--- src/rtl/stopwatch_pkg.sv ---
// stopwatch_pkg: shared FSM state type, BCD digit limits and digit-increment helper
// for the stopwatch counter.
package stopwatch_pkg;

    typedef enum logic [1:0] {
        IDLE,
        RUNNING,
        PAUSED
    } state_t;

    localparam logic [3:0] CS_UNITS_MAX = 4'd9;
    localparam logic [3:0] CS_TENS_MAX  = 4'd9;
    localparam logic [3:0] S_UNITS_MAX  = 4'd9;
    localparam logic [3:0] S_TENS_MAX   = 4'd5;

    function automatic logic [3:0] digit_inc(input logic [3:0] d, input logic [3:0] max);
        return (d == max) ? 4'd0 : d + 4'd1;
    endfunction

endpackage

--- src/rtl/button_debouncer.sv ---
// button_debouncer: 2-flop synchronizer, consecutive-cycle debouncer and rising-edge
// detector producing a one-cycle press event for a raw push button.
module button_debouncer #(
    parameter int DEBOUNCE_CYCLES = 1_000_000
) (
    input  logic clk,
    input  logic rst_n,
    input  logic i_btn,
    output logic o_press
);

    localparam int CW = (DEBOUNCE_CYCLES > 1) ? $clog2(DEBOUNCE_CYCLES) : 1;
    localparam logic [CW-1:0] CNT_MAX = CW'(DEBOUNCE_CYCLES - 1);

    logic [1:0]    r_sync;
    logic [1:0]    r_fill;
    logic [CW-1:0] r_cnt;
    logic          r_level;
    logic          r_level_d;
    logic          r_armed;

    always_ff @(posedge clk or negedge rst_n) begin
        if (!rst_n) begin
            r_sync    <= '0;
            r_fill    <= '0;
            r_cnt     <= '0;
            r_level   <= 1'b0;
            r_level_d <= 1'b0;
            r_armed   <= 1'b0;
        end else begin
            r_sync    <= {r_sync[0], i_btn};
            r_fill    <= {r_fill[0], 1'b1};
            // a button held through reset must be seen released before it can fire
            r_armed   <= r_armed | (r_fill[1] & ~r_sync[1]);
            r_level_d <= r_level;
            if (r_sync[1] == r_level) begin
                r_cnt <= '0;
            end else if (r_cnt == CNT_MAX) begin
                r_level <= r_sync[1];
                r_cnt   <= '0;
            end else begin
                r_cnt <= r_cnt + CW'(1);
            end
        end
    end

    assign o_press = r_level & ~r_level_d & r_armed;

endmodule

--- src/rtl/stopwatch_bcd_counter.sv ---
// stopwatch_bcd_counter: 00.00-59.99 BCD stopwatch with start/stop and clear buttons,
// prescaled 10 ms tick, IDLE/RUNNING/PAUSED control and a rollover pulse.
module stopwatch_bcd_counter
    import stopwatch_pkg::*;
#(
    parameter int TICK_DIV        = 1_000_000,
    parameter int DEBOUNCE_CYCLES = 1_000_000
) (
    input  logic        clk,
    input  logic        rst_n,
    input  logic        btn_start_stop,
    input  logic        btn_clear,
    output logic [15:0] x,
    output logic        running,
    output logic        wrap
);

    localparam int PW = $clog2(TICK_DIV);
    localparam logic [PW-1:0] PRESC_MAX = PW'(TICK_DIV - 1);

    state_t        r_state;
    state_t        w_next;
    logic [PW-1:0] r_presc;
    logic [15:0]   r_x;
    logic          r_running;
    logic          r_wrap;
    logic          w_ss;
    logic          w_clr;
    logic          w_clear_go;
    logic          w_tick;
    logic          w_c0;
    logic          w_c1;
    logic          w_c2;
    logic          w_last;
    logic [15:0]   w_x_inc;

    button_debouncer #(.DEBOUNCE_CYCLES(DEBOUNCE_CYCLES)) u_db_ss (
        .clk     (clk),
        .rst_n   (rst_n),
        .i_btn   (btn_start_stop),
        .o_press (w_ss)
    );

    button_debouncer #(.DEBOUNCE_CYCLES(DEBOUNCE_CYCLES)) u_db_clr (
        .clk     (clk),
        .rst_n   (rst_n),
        .i_btn   (btn_clear),
        .o_press (w_clr)
    );

    assign w_tick = (r_state == RUNNING) && (r_presc == PRESC_MAX);

    // cascaded BCD carries: each digit advances only when all lower digits are at max
    assign w_c0   = r_x[3:0] == CS_UNITS_MAX;
    assign w_c1   = w_c0 && (r_x[7:4] == CS_TENS_MAX);
    assign w_c2   = w_c1 && (r_x[11:8] == S_UNITS_MAX);
    assign w_last = w_c2 && (r_x[15:12] == S_TENS_MAX);
    assign w_x_inc = {
        w_c2 ? digit_inc(r_x[15:12], S_TENS_MAX)  : r_x[15:12],
        w_c1 ? digit_inc(r_x[11:8],  S_UNITS_MAX) : r_x[11:8],
        w_c0 ? digit_inc(r_x[7:4],   CS_TENS_MAX) : r_x[7:4],
        digit_inc(r_x[3:0], CS_UNITS_MAX)
    };

    always_comb begin
        w_next = r_state;
        case (r_state)
            IDLE:    w_next = (w_ss && !w_clr) ? RUNNING : IDLE;
            RUNNING: w_next = w_ss ? PAUSED : RUNNING;
            PAUSED:  w_next = w_clr ? IDLE : (w_ss ? RUNNING : PAUSED);
            default: w_next = IDLE;
        endcase
    end

    assign w_clear_go = w_clr && (r_state != RUNNING);

    always_ff @(posedge clk or negedge rst_n) begin
        if (!rst_n) begin
            r_state   <= IDLE;
            r_presc   <= '0;
            r_x       <= '0;
            r_running <= 1'b0;
            r_wrap    <= 1'b0;
        end else begin
            r_state   <= w_next;
            r_running <= (w_next == RUNNING);
            r_wrap    <= w_tick && w_last;
            if (w_clear_go) begin
                r_presc <= '0;
                r_x     <= '0;
            end else if (r_state == RUNNING) begin
                r_presc <= w_tick ? '0 : r_presc + PW'(1);
                if (w_tick)
                    r_x <= w_x_inc;
            end
        end
    end

    assign x       = r_x;
    assign running = r_running;
    assign wrap    = r_wrap;

endmodule

--- config.mk ---
export PLATFORM = sky130hd
export DESIGN_NAME = stopwatch_bcd_counter
export DESIGN_NICKNAME = d
export VERILOG_FILES = /design/src/rtl/stopwatch_pkg.sv /design/src/rtl/button_debouncer.sv /design/src/rtl/stopwatch_bcd_counter.sv
export SDC_FILE = /design/constraint.sdc
export NUM_CORES = 1
export LEC_CHECK = 0
export ABC_AREA = 1
export CAP_MARGIN = 20
export CELL_PAD_IN_SITES_DETAIL_PLACEMENT = 1
export CELL_PAD_IN_SITES_GLOBAL_PLACEMENT = 1
export CORE_ASPECT_RATIO = 2
export CORE_UTILIZATION = 46
export DETAILED_ROUTE_END_ITERATION = 10
export GPL_TIMING_DRIVEN = 1
export PLACE_DENSITY = 0.88
export SYNTH_ARGS = -nofsm -noshare
export SYNTH_HDL_FRONTEND = slang
export SYNTH_HIERARCHICAL = 1
export SYNTH_SLANG_ARGS = --single-unit
--- constraint.sdc ---
create_clock -name clk -period 1.6 [get_ports clk]
set_input_delay 0.32 -clock clk [delete_from_list [all_inputs] [get_ports clk]]
set_output_delay 0.32 -clock clk [all_outputs]
set_load 0.05 [all_outputs]
# Word-level counts from Yosys, hierarchy flattened
# Cells that the tools add are included.
# W data, S select, Z words.
[totals] reg_bits=94 output_inout_bits=18 wordCells=96 inputBits=4
[op_classes] add_sub_neg=7 bitwise=14 reduce_logical=20 mux=22 eq_ne=13
[op_table] operator="$mux W20" count=7
[op_table] operator="$add A20 B1 Y20 const B" count=3
[op_table] operator="$eq A20 B20 Y1 const B" count=3
[op_table] operator="$mux W16" count=3
[op_table] operator="$mux W4" count=7
[op_table] operator="$add A4 B1 Y4 const B" count=4
[op_table] operator="$eq A4 B4 Y1 const B" count=3
[op_table] operator="$reduce_bool A2 Y1" count=5
[op_table] operator="$reduce_and A3 Y1" count=3
[op_table] operator="$logic_and A1 B1 Y1" count=7
[op_table] operator="$and A1 B1 Y1" count=6
[op_table] operator="$mux W2" count=3
[op_table] operator="$not A1 Y1" count=6
[op_table] operator="$pmux W2 S3" count=1
[op_table] operator="$reduce_and A2 Y1" count=3
[op_table] operator="$eq A2 B1 Y1 const B" count=2
[op_table] operator="$eq A4 B3 Y1 const B" count=1
[op_table] operator="$eq A1 B1 Y1" count=2
[op_table] operator="$eq A2 B2 Y1 const B" count=1
[op_table] operator="$logic_not A2 Y1" count=1
[op_table] operator="$ne A2 B1 Y1 const B" count=1
[op_table] operator="$or A1 B1 Y1" count=2
[op_table] operator="$logic_not A1 Y1" count=1
[op_table] operator="$mux W1" count=1

# Longest topological paths before layout
[logic_depth] depth_word=8 depth_mapped=10 mapped_depth_nobuf=10

# Modules after synthesis
# The synthesis kept the hierarchy.
[by_module_without_submodules] module="button_debouncer" cells_per_inst=164 instances=2 area_each_um2=1358.8
[by_module_without_submodules] module="stopwatch_bcd_counter" cells_per_inst=318 instances=1 area_each_um2=2424.8

# Least setup slack after synthesis
# OpenSTA, ideal clock, no wires.
[synth_path] path_type="register -> register" from="register r_x[0] (netlist: x[0])" to="register r_x[12] (netlist: x[12])" slack_ns=-0.185 t_required_ns=1.481 setup_time_ns=0.119 synth_period_minus_slack_ns=1.785 path_stages_with_launch=9 t_arrival_ns=1.666 path_cell_list="dfrtp_1 ha_1 nand2_1 nor2_1 nand3_1 nor3_2 nand2_2 nand3_1 nand2_1"
[synth_between] elab_chain_len=5
[synth_rtl] item="start: declaration" line="stopwatch_bcd_counter.sv:24" rtl="logic [15:0] r_x;"
[synth_rtl] item="start signal: assignment" line="stopwatch_bcd_counter.sv:94" rtl="r_x <= w_x_inc;"
[synth_rtl] item="$eq A4 B4 Y1" line="stopwatch_bcd_counter.sv:54" rtl="assign w_c0 = r_x[3:0] == CS_UNITS_MAX;"
[synth_rtl] item="$logic_and A1 B1 Y1" line="stopwatch_bcd_counter.sv:55" rtl="assign w_c1 = w_c0 && (r_x[7:4] == CS_TENS_MAX);"
[synth_rtl] item="$logic_and A1 B1 Y1" line="stopwatch_bcd_counter.sv:56" rtl="assign w_c2 = w_c1 && (r_x[11:8] == S_UNITS_MAX);"
[synth_rtl] item="$reduce_bool A2 Y1 (no line)"
[synth_rtl] item="$reduce_and A3 Y1 (no line)"
# No other way between the ends.
# A chain may end at the register's enable or synchronous reset.

# Worst setup path in the final report
[layout_path] from="register r_presc[1]" to="register r_presc[12]"
[layout_between] elab_chain_len=5 word_cells_on_any_way=6 classes_between="add/sub: 1; eq/ne: 1; mux: 3; reduce/logical: 1"
[layout_rtl] item="start: declaration" line="stopwatch_bcd_counter.sv:23" rtl="logic [PW-1:0] r_presc;"
[layout_rtl] item="start signal: assignment" line="stopwatch_bcd_counter.sv:92" rtl="r_presc <= w_tick ? '0 : r_presc + PW'(1);"
[layout_rtl] item="parallel branches: the longest is 2 deep, another holds $add A20 B1 Y20"
[layout_rtl] item="$mux W20 *" line="stopwatch_bcd_counter.sv:92"
[layout_rtl] item="$mux W20 *" line="stopwatch_bcd_counter.sv:91" rtl="end else if (r_state == RUNNING) begin"
[layout_rtl] item="$mux W20 *" line="stopwatch_bcd_counter.sv:88" rtl="if (w_clear_go) begin"
# Every way passes the cells marked *. The select of a mux whose other input is x is not followed.

==> impl_metrics.toml <==
[setup_path]
crit_end = "r_presc[12]"
r2r_cells = 8
path_max_fanout = 5
arrival_ps = 2010
regToRegSetupSlack_ps = -160
cp.required_ps = 1850
startpoint = "r_presc[1]"
reg2reg_to = "r_presc[12]"
crit_type = "register to register"
worstSetupStartpointType = "register"
crit_path_end_kind = "register"
timing.rr.start = "r_presc[1]"

[global_routing]
grt_pass1_vias = 5310
grt_max_degree = 59
grt_overflow = 0
grt_pass1_wl_um = 25900
track_usage_pct = 29.2
antenna_found_initial = 0

[logic_synthesis]
synth_cell_type_count = 36
synth_largest_area_cell = "dfrtp_1"
ys_seq_area_share_pct = 45.7
ys_warn_count = 6
yosys-top-cells-area = "dfrtp_1, nand2_1, nor2_1"
syn-num-nets = 661
syn_inst = 646
synthesis.area_sq_um = 5140
yosysTopAreaCellShare_pct = 45.7
synth_area_per_cell_sq_um = 7.96
yosys_register_bits = 94

[floorplanning]
die_h_um = 152
die_x_um = 76.8
io_pins = 22
fp.dieArea_sq_um = 11600
rows = 54
core_sq_um = 10900
initial_core_util_pct = 47.3

[pwr]
p_sw_share_pct = 23.4
share_comb_of_total_power_pct = 2.7
power_frac_clock_pct = 47.0
p_sw_mw = 1.12
p_int_mw = 3.68
power_leakage_nw = 2.91
power_density_nw_per_um2 = 743
seq_power_share_pct = 50.3
vdd_drop_max_mv = 0.650

[timing]
period_share_pct = 110
rsz0062_at_grt = "true"
setup_viol = 32
worst_pin_slew_ps = 515
slew_viol_final = 0
setup_ws_ps = -156
relSlewSlack_pct = 65.6
skew_ps = 15.0
finalHoldViolations = 0
final.setup.tns_ps = -1480
period_minus_slack_ps = 1760
timing.fmax_ghz = 0.570

[route]
drt_first_iter_violations = 262
drc = 0
wl_um = 18600
routed_via_density = 5.81
wire_per_inst_um = 21.8
ant_nets = 0
vias = 4953
firstDrtPassIters = 5

[layout]
drive_gt1_share_pct = 22.9
area_growth_pct = 25.8
diodes = 0
fin_nets = 722

[status]
status = "finished, violations left"
violations = "negative setup slack"

[clocking]
numCtsBuffers = 9
htreeDepth = 3
clk_pin_slew_ps = 70
root_buffer = "clkbuf_16"
cts.sinks = 94
cts_tree = "done"
clock_latency_ps = 350
clockBufferDepth = 2

[placement]
io_buffers = 21
dp_worst_setup_slack_ps = 39.5
place.gp.congestion = 0.932
hpwl_um = 10800

[hold_path]
hold_class = "primary input to async pin"

[run]
cap_violations = 0
metrics by stage:
step	util [%]	instance area, sq um	power (mW)	hold slack, ps	cells
global placement	53.7	5850	2.57	144	824
finish	59.5	6470	4.81	332	852
CTS	57.2	6220	4.77	323	845
floorplan	-	5150	2.50	24.4	646
detailed placement	53.7	5850	2.58	150	824
global route	59.5	6470	4.93	335	852
critical path: stages (launching register included):
cell	delay, ps
dfrtp_1	390
ha_2	240
nand2_1	140
nor2_4	150
nand2_1	170
nor2_4	180
nand2_1	80
xor2_1	140
nor2_1	160
final cells by class:
type | count | area (sq um)
fill | 1275 | 4410
clock buffer | 10 | 239
clock inverter | 6 | 61.3
tap | 140 | 175
sequential | 94 | 2360
timing repair buffer | 55 | 688
multi-input combinational | 478 | 2680
inverter | 69 | 264
synthesized netlist by cell type:
cell      instances
clkbuf_1          1
nand3_2           5
nor3b_1           2
inv_1            59
nor2_4            4
buf_2             1
a21oi_1           6
xor2_1           25
conb_1            2
nand2_1         140
a22oi_1           2
nand3_1          44
o21ai_1           6
dfrtp_1          94
nor2_1          118
o21bai_1          3
nor3_2            1
or2_0             2
inv_2             9
clkinv_1          1
or2_1             2
buf_6             1
xnor2_1          10
nor3_1            6
or2_2             1
ha_1             11
a21o_1            1
nand4_1          26
buf_4             2
nor2_2           21
nor3b_2           2
o21ai_0          11
xor2_2            2
o22ai_1           4
nand3b_1          5
nand2_2          16
cells by family after synthesis:
| group | count (synthesis) | synth area share (%) |
|---|---|---|
| AO/OA/AOI/OAI | 33 | 3.60 |
| XOR/XNOR | 37 | 6.59 |
| adder cells (fa/ha/maj) | 11 | 2.68 |
| buffers and inverters | 74 | 5.72 |
| flip-flops | 94 | 45.7 |
| other | 2 | 0.146 |
| AND/OR/NAND/NOR | 395 | 35.5 |
repair_timing:
action,4_1_cts,5_1_grt
hold endpoints to repair,6,0
hold buffers,1,0
setup buffers,4,5
gates resized for setup,11,41
gates cloned,0,2
pin swaps,0,10
endpoints found under the setup margin,30,47
power groups by stage:
stage | Sequential [mW] | Clock [mW] | Combinational [mW]
after CTS | 2.41 | 2.23 | 0.126
after global placement | 2.46 | 0 | 0.114
after detailed placement | 2.46 | 0 | 0.121
after floorplan | 2.45 | 0 | 0.0422
final | 2.42 | 2.26 | 0.130
after global routing | 2.42 | 2.37 | 0.146
cell usage in the layout, fill, tap and decap left out, types with 4 or more instances in the layout:
cell type and n:
nand2_1 134, nor2_1 107, dfrtp_1 88, inv_1 58, nand3_1 38, buf_4 30, nand4_1 26, xor2_1 25
nor2_2 24, nand2_2 19, buf_12 18, nor2_4 12, clkbuf_16 11, xnor2_1 10, o21ai_0 9, inv_2 8
o21ai_1 8, ha_1 8, nand3_2 7, dfrtp_2 6, a21oi_1 6, nor3_1 6, nand3b_1 5, nand3_4 4
o22ai_1 4
routing by layer:
metal / vias up / part of all wire, % / GRT usage, % / routed length [um]
met5: - / 0 / 0 / 0
met1: 2522 / 35 / 29.8 / 6570
met4: 0 / 5.4 / 19.1 / 998
li1: 2163 / - / - / -
met2: 183 / 56 / 54.9 / 10400
met3: 85 / 3.2 / 4.07 / 590
state kept, by name (all words and copies together) (netlist names):
name and cells:
u_db_clr/r_fill 2, u_db_clr/r_cnt 20, u_db_ss/r_level 1, u_db_ss/r_level_d 1
u_db_ss/r_sync 2, u_db_clr/r_armed 1, u_db_ss/r_fill 2, u_db_ss/r_armed 1
u_db_ss/r_cnt 20, r_state 2, running 1, r_presc 20
u_db_clr/r_level_d 1, wrap 1, x 16, u_db_clr/r_sync 2
u_db_clr/r_level 1
worst min path at each step:
stage	start	end	slack, ps
final	rst_n	u_db_clr/r_cnt[3]	330
after global routing	rst_n	u_db_clr/r_cnt[3]	330
after CTS	rst_n	u_db_clr/r_cnt[2]	320
after detailed placement	rst_n	u_db_clr/r_cnt[13]	150
after global placement	rst_n	u_db_clr/r_cnt[13]	140
after floorplan	rst_n	r_presc[0]	20
(Power assumes the default switching activity.)
